## src/rtl/demux2_stream.sv

```systemverilog
// Steers one input stream into one of two independent per-channel FIFOs by select S.
// Each channel drains through its own valid/ready port; stall_cnt tracks blocked offers.
module demux2_stream #(
    parameter int WIDTH = 4,
    parameter int DEPTH = 2
) (
    input  logic             clk,
    input  logic             reset,
    input  logic             _E,
    input  logic             S,
    input  logic [WIDTH-1:0] I,
    input  logic             in_valid,
    output logic             in_ready,
    output logic [WIDTH-1:0] Y0,
    output logic             y0_valid,
    input  logic             y0_ready,
    output logic [WIDTH-1:0] Y1,
    output logic             y1_valid,
    input  logic             y1_ready,
    output logic [7:0]       stall_cnt
);

    localparam int PW = (DEPTH > 1) ? $clog2(DEPTH) : 1;
    localparam int CW = $clog2(DEPTH + 1);

    logic [WIDTH-1:0] mem [2][DEPTH];
    logic [PW-1:0]    wr_ptr [2];
    logic [PW-1:0]    rd_ptr [2];
    logic [CW-1:0]    cnt    [2];
    logic [1:0]       full;
    logic [1:0]       nonempty;
    logic [1:0]       push;
    logic [1:0]       pop;
    logic             stall;

    function automatic logic [7:0] sat_inc8(input logic [7:0] v);
        return (v == 8'hFF) ? v : v + 8'd1;
    endfunction

    always_comb begin
        for (int c = 0; c < 2; c++) begin
            full[c]     = (cnt[c] == CW'(DEPTH));
            nonempty[c] = (cnt[c] != '0);
        end
    end

    // Acceptance depends only on enable and the selected channel's occupancy.
    assign in_ready = !_E && !full[S];
    assign stall    = in_valid && !_E && !in_ready;

    always_comb begin
        push = 2'b00;
        if (in_valid && in_ready)
            push[S] = 1'b1;
    end

    assign pop = {nonempty[1] && y1_ready, nonempty[0] && y0_ready};

    always_ff @(posedge clk) begin
        if (reset) begin
            for (int c = 0; c < 2; c++) begin
                wr_ptr[c] <= '0;
                rd_ptr[c] <= '0;
                cnt[c]    <= '0;
            end
            stall_cnt <= 8'd0;
        end else begin
            for (int c = 0; c < 2; c++) begin
                if (push[c])
                    wr_ptr[c] <= wr_ptr[c] + PW'(1);
                if (pop[c])
                    rd_ptr[c] <= rd_ptr[c] + PW'(1);
                case ({push[c], pop[c]})
                    2'b10:   cnt[c] <= cnt[c] + CW'(1);
                    2'b01:   cnt[c] <= cnt[c] - CW'(1);
                    default: cnt[c] <= cnt[c];
                endcase
            end
            if (stall)
                stall_cnt <= sat_inc8(stall_cnt);
        end
    end

    // Storage is data-only; entries are never observed until counted as occupied.
    always_ff @(posedge clk) begin
        for (int c = 0; c < 2; c++) begin
            if (push[c])
                mem[c][wr_ptr[c]] <= I;
        end
    end

    assign y0_valid = nonempty[0];
    assign y1_valid = nonempty[1];
    assign Y0 = nonempty[0] ? mem[0][rd_ptr[0]] : '0;
    assign Y1 = nonempty[1] ? mem[1][rd_ptr[1]] : '0;

endmodule

```

## config.mk

```make
export PLATFORM = sky130hd
export DESIGN_NAME = demux2_stream
export DESIGN_NICKNAME = d
export VERILOG_FILES = /design/src/rtl/demux2_stream.sv
export SDC_FILE = /design/constraint.sdc
export NUM_CORES = 1
export LEC_CHECK = 0
export CAP_MARGIN = 10
export CORE_MARGIN = 10
export CORE_UTILIZATION = 46
export CTS_CLUSTER_SIZE = 12
export DETAILED_ROUTE_END_ITERATION = 6
export PLACE_DENSITY = 0.87
export SLEW_MARGIN = 10
export SYNTH_ARGS = -nofsm -noshare
export SYNTH_HDL_FRONTEND = slang
export SYNTH_SLANG_ARGS = --single-unit
```

## constraint.sdc

```tcl
create_clock -name clk -period 2.26 [get_ports clk]
set_input_delay 0.339 -clock clk [delete_from_list [all_inputs] [get_ports clk]]
set_output_delay 0.339 -clock clk [all_outputs]
set_load 0.01 [all_outputs]
```

Word-level counts from Yosys, hierarchy flattened

Memories as Yosys holds them, arrays and structs flattened.
Index checks and enable logic that the tools add are counted.

RAM bits: 24
Memories kept: 4
Bits in read-only memories: 0
Register bits: 8
Bits in latches: 0

Memory list:

| memory | words | width | read ports | clocked after memory_dff | wr ports | RTL line | source |
|---|---|---|---|---|---|---|---|
| mem    | 2     | 8     | 2          | 0                        | 1        | 26       | `logic [WIDTH-1:0] mem [2][DEPTH];` |
| cnt    | 2     | 2     | 2          | 0                        | 2        | 29       | `logic [CW-1:0] cnt [2];` |
| rd_ptr | 2     | 1     | 2          | 0                        | 2        | 28       | `logic [PW-1:0] rd_ptr [2];` |
| wr_ptr | 2     | 1     | 2          | 0                        | 2        | 27       | `logic [PW-1:0] wr_ptr [2];` |

Reduce and logical (&&, ||, !) cells: 18
Order comparisons: 8
Add/subtract/negate cells: 9
Multiply operators: 0
Eq/ne operators: 7
Shift-type cells: 0
Bitwise gates (word level): 15
Muxes and demuxes: 64
Divide/modulo/power cells: 0

Operators by type and width:

| operator              | count |
|---|---|
| $mux W1               | 40 |
| $mux W4               | 10 |
| $mux W8               | 4 |
| $mux W2               | 7 |
| $or A1 B1 Y1          | 10 |
| $logic_and A1 B1 Y1   | 9 |
| $add A8 B1 Y8 const B | 1 |
| $demux W4 S1          | 2 |
| $eq A2 B2 Y1 const B  | 4 |
| $eq A8 B8 Y1 const B  | 1 |
| $ge A2 B2 Y1 const B  | 4 |
| $not A1 Y2            | 4 |
| $reduce_or A8 Y1      | 1 |
| $add A1 B1 Y1 const B | 4 |
| $add A2 B1 Y2 const B | 2 |
| $eq A2 B1 Y1 const B  | 2 |
| $lt A2 B1 Y1 const B  | 2 |
| $reduce_bool A2 Y1    | 2 |
| $reduce_or A2 Y1      | 2 |
| $sub A2 B1 Y2 const B | 2 |
| $logic_not A1 Y1      | 3 |
| $lt A1 B2 Y1 const B  | 1 |
| $reduce_and A2 Y1     | 1 |
| $demux W1 S1          | 1 |
| 2 further kinds       | 2 |

Depth between registers and ports, before layout

Depth in word-level cells: 14
Mapped depth: 8

Worst setup path after synthesis

OpenSTA, ideal clock, no wires.

Kind: register to register
From: memory cnt[0][0] (netlist bit)
To: memory cnt[1][1] (netlist bit) (data pin)
Path buffers: 0
Setup slack: 0.070 ns
Clock period less this slack: 2.190 ns
Required time: 1.985 ns
Arrival: 1.914 ns
Stages on the path, launching flop included: 7
Path through: edfxtp_1 or3b_4 nand3_1 nor2_1 ha_1 o41ai_1 o21ai_0

RTL lines:

| what        | RTL line |
|---|---|
| from (decl) | 29 |

==> impl_metrics.ini <==
[outcome]
outcome = complete, no violations

[yosys]
synth.most_common_cell = edfxtp_1
synth_common_cells = 24 x edfxtp_1, 23 x nor2_1, 10 x inv_1, 10 x nand2_1, 9 x mux2i_1
synthCells = 141
synth_nets = 158
synth_edf_count = 24
ys_async_sr_fraction_pct = 0
synth_area_um2 = 1540
synth-seq-cells = 32
synth_top_area_share_pct = 46.9
synth.area.top_cells = edfxtp_1 47%, dfxtp_1 10%, mux2i_1 5.9%
ys.flop_type = edfxtp_1
synth.avg_cell_area_um2 = 10.9
post-synth-top-area-cell = edfxtp_1
synth_cell_types = 31
ys.warnings.count = 0
ys_seq_area_share_pct = 57.3

[global_route]
gr-usage-met3_pct = 6.68
grt_pass1_wl_um = 5800
grt_max_degree = 13
grt_pass1_vias = 1198
gr-max-usage-layer = met2
grt-ovfl-total = 0
antenna_found_initial = 0
met2_usage_pct = 19.2
grt_use_met1_pct = 12.8
track_usage_pct = 11.8

[setup_path]
slowest_delay_ps = 410
critPathKind = register to register
worst-path-max-fanout = 3
rrSetupSlack_ps = 90
reg2reg_to = cnt[0][1]$_SDFFCE_PN0P_
ff2ff_path_depth = 7
cp_top_family = simple AND/OR/NAND/NOR gates
critPathLaunchType = register
crit_arrival_ps = 2280
r2r_start = cnt[0][0]$_SDFFCE_PN0P_
worstPathRequired_ps = 2370
path_cells = or3b_4 -> nand3_1 -> nor2_1 -> ha_1 -> o41ai_2 -> buf_4 -> nor2_1
crit_cells = 7
cp-endpoint = cnt[0][1]$_SDFFCE_PN0P_
crit_start = cnt[0][0]$_SDFFCE_PN0P_
crit_buf_inv = 1
worst_setup_path_end_kind = register
crit_slowest_cell = edfxtp_1
cpMostUsedCell = nor2_1

[routing]
drt_first_iter_violations = 89
drt_first_pass_iters = 4
drc_errors = 0
wl_per_cell_um = 15.2
vias = 1241
drtAntennaViolNets = 0
routed_wl_um = 3540
via_per_inst = 5.33

[placement]
place.detailed.hpwl_um = 2690
place.gp.congestion = 0.921
io_buffers = 29

[cts]
htree_levels = 2
cts_setup_buffers = 0
cts_buffers = 5
root_buffer = clkbuf_4
clk_path_buf_depth = 2
clk_pin_slew_ps = 110
cts_tree = done
hold_buffers = 0
clk_latency_ps = 340
clock-sinks = 32

[timing]
fin_setup_tns_ps = 0
rsz0062_at_grt = no
worst_pin_slew_ps = 387
skew_ps = 9.88
slew_headroom_pct = 73.9
setup_viol = 0
finalCritPeriodShare_pct = 96.1
period_minus_slack_ps = 2170
fmax_mhz = 460
hold_viol_final = 0
holdWs_ps = 510
maxSlewViolCount = 0

[worst_hold_path]
holdCritPathClass = register to register

[floorplan]
ios = 30
die_w_um = 77.8
die_h_um = 77.8
core_um2 = 3130
num_rows = 20
dieArea_um2 = 6050
start_util_pct = 49.1

[power]
power.share.sequential_pct = 48.4
p_leak_uw = 0.000800
p_comb_share_pct = 20.9
p_total_uw = 1430
power_switching_uw = 371
clockPowerShare_pct = 30.7
p_int_uw = 1050
p_per_area_nw_per_um2 = 690
swShare_pct = 26.0
ir_drop_uv = 356

[final_layout]
drive_gt1_share_pct = 14.3
fin_nets = 205
area_growth_pct = 34.6
utilization_pct = 66.1
diodes = 0

[flow_run]
maxCapViolCount = 0
## stage by stage
stage	setup WS (ps)	cell area [um2]	cells
floorplan	70.2	1540	141
global placement	-223	1980	225
detailed placement	-299	1980	225
CTS	37.2	2060	233
global route	2.12	2070	233
finish	87.4	2070	233
## cell families (layout without fill, tap and decap cells)
family,count (synthesis),after routing,synth area share (%)
adder cells (fa/ha/maj),6,6,4.89
flip-flops,32,32,57.3
XOR/XNOR,2,2,1.14
AO/OA/AOI/OAI,19,19,8.23
AND/OR/NAND/NOR,58,58,18.4
multiplexers,10,10,6.60
buffers and inverters,14,62,3.42
## per-layer routing
layer	vias up	routed length [um]
met4	0	46
met2	57	1680
met3	6	403
met1	574	1420
met5	-	0
li1	604	-
## state kept, by name, summed over array words and instances, names as in the netlist
signal     cells
cnt            4
mem           16
stall_cnt      8
wr_ptr         2
rd_ptr         2
## worst min-delay path by stage
stage	cells after the start	from	to	slack, ps
global route	2	stall_cnt[1]$_SDFFE_PP0P_	stall_cnt[1]$_SDFFE_PP0P_	550
floorplan	0	I[0]	mem[0][0]$_DFFE_PP_	440
global placement	1	stall_cnt[6]$_SDFFE_PP0P_	stall_cnt[6]$_SDFFE_PP0P_	480
finish	2	stall_cnt[1]$_SDFFE_PP0P_	stall_cnt[1]$_SDFFE_PP0P_	510
detailed placement	1	stall_cnt[6]$_SDFFE_PP0P_	stall_cnt[6]$_SDFFE_PP0P_	490
CTS	2	stall_cnt[1]$_SDFFE_PP0P_	stall_cnt[1]$_SDFFE_PP0P_	510
## cell type report
| class | instances | area (um2) |
|---|---|---|
| fillers | 251 | 1060 |
| flip-flops and latches | 32 | 881 |
| multi-input cells | 95 | 613 |
| repair buffers | 44 | 402 |
| well taps | 44 | 55.1 |
| clock inverters | 3 | 42.5 |
| clock buffers | 5 | 37.5 |
| inverters | 10 | 37.5 |
## power by group through the flow
stage	Sequential, uW	Clock [uW]	Combinational [uW]
4_1_cts	690	452	294
3_3_place_gp	703	0	284
3_5_place_dp	703	0	293
2_1_floorplan	691	0	148
5_1_grt	695	485	325
6_report	690	438	298
## worst reg2reg max path, cell delays in order (launching register included)
cell	delay (ps)
edfxtp_1	410
or3b_4	410
nand3_1	120
nor2_1	80
ha_1	330
o41ai_2	370
buf_4	170
nor2_1	40
## timing repair
action,4_1_cts,5_1_grt
endpoints found under the setup margin,1,8
resized for setup,1,2
gates cloned,0,0
## layout by cell type, fill, tap and decap left out, types with 2 or more instances in the layout
| cell type | Yosys | final |
|---|---|---|
| a21oi_1 | 2 | 2 |
| a31oi_1 | 3 | 3 |
| and2_1 | 3 | 3 |
| buf_4 | 0 | 15 |
| clkbuf_4 | 0 | 5 |
| clkdlybuf4s50_1 | 0 | 28 |
| dfxtp_1 | 8 | 8 |
| edfxtp_1 | 24 | 24 |
| ha_1 | 6 | 6 |
| inv_1 | 10 | 10 |
| mux2i_1 | 9 | 9 |
| nand2_1 | 10 | 10 |
| nand2b_1 | 2 | 2 |
| nand3_1 | 4 | 4 |
| nor2_1 | 23 | 22 |
| nor2b_1 | 2 | 2 |
| nor3_1 | 5 | 5 |
| o21ai_0 | 6 | 6 |
| o311ai_0 | 2 | 2 |
| o41ai_1 | 3 | 2 |
| or3_1 | 3 | 3 |
Power figures use the tool's default switching activity.
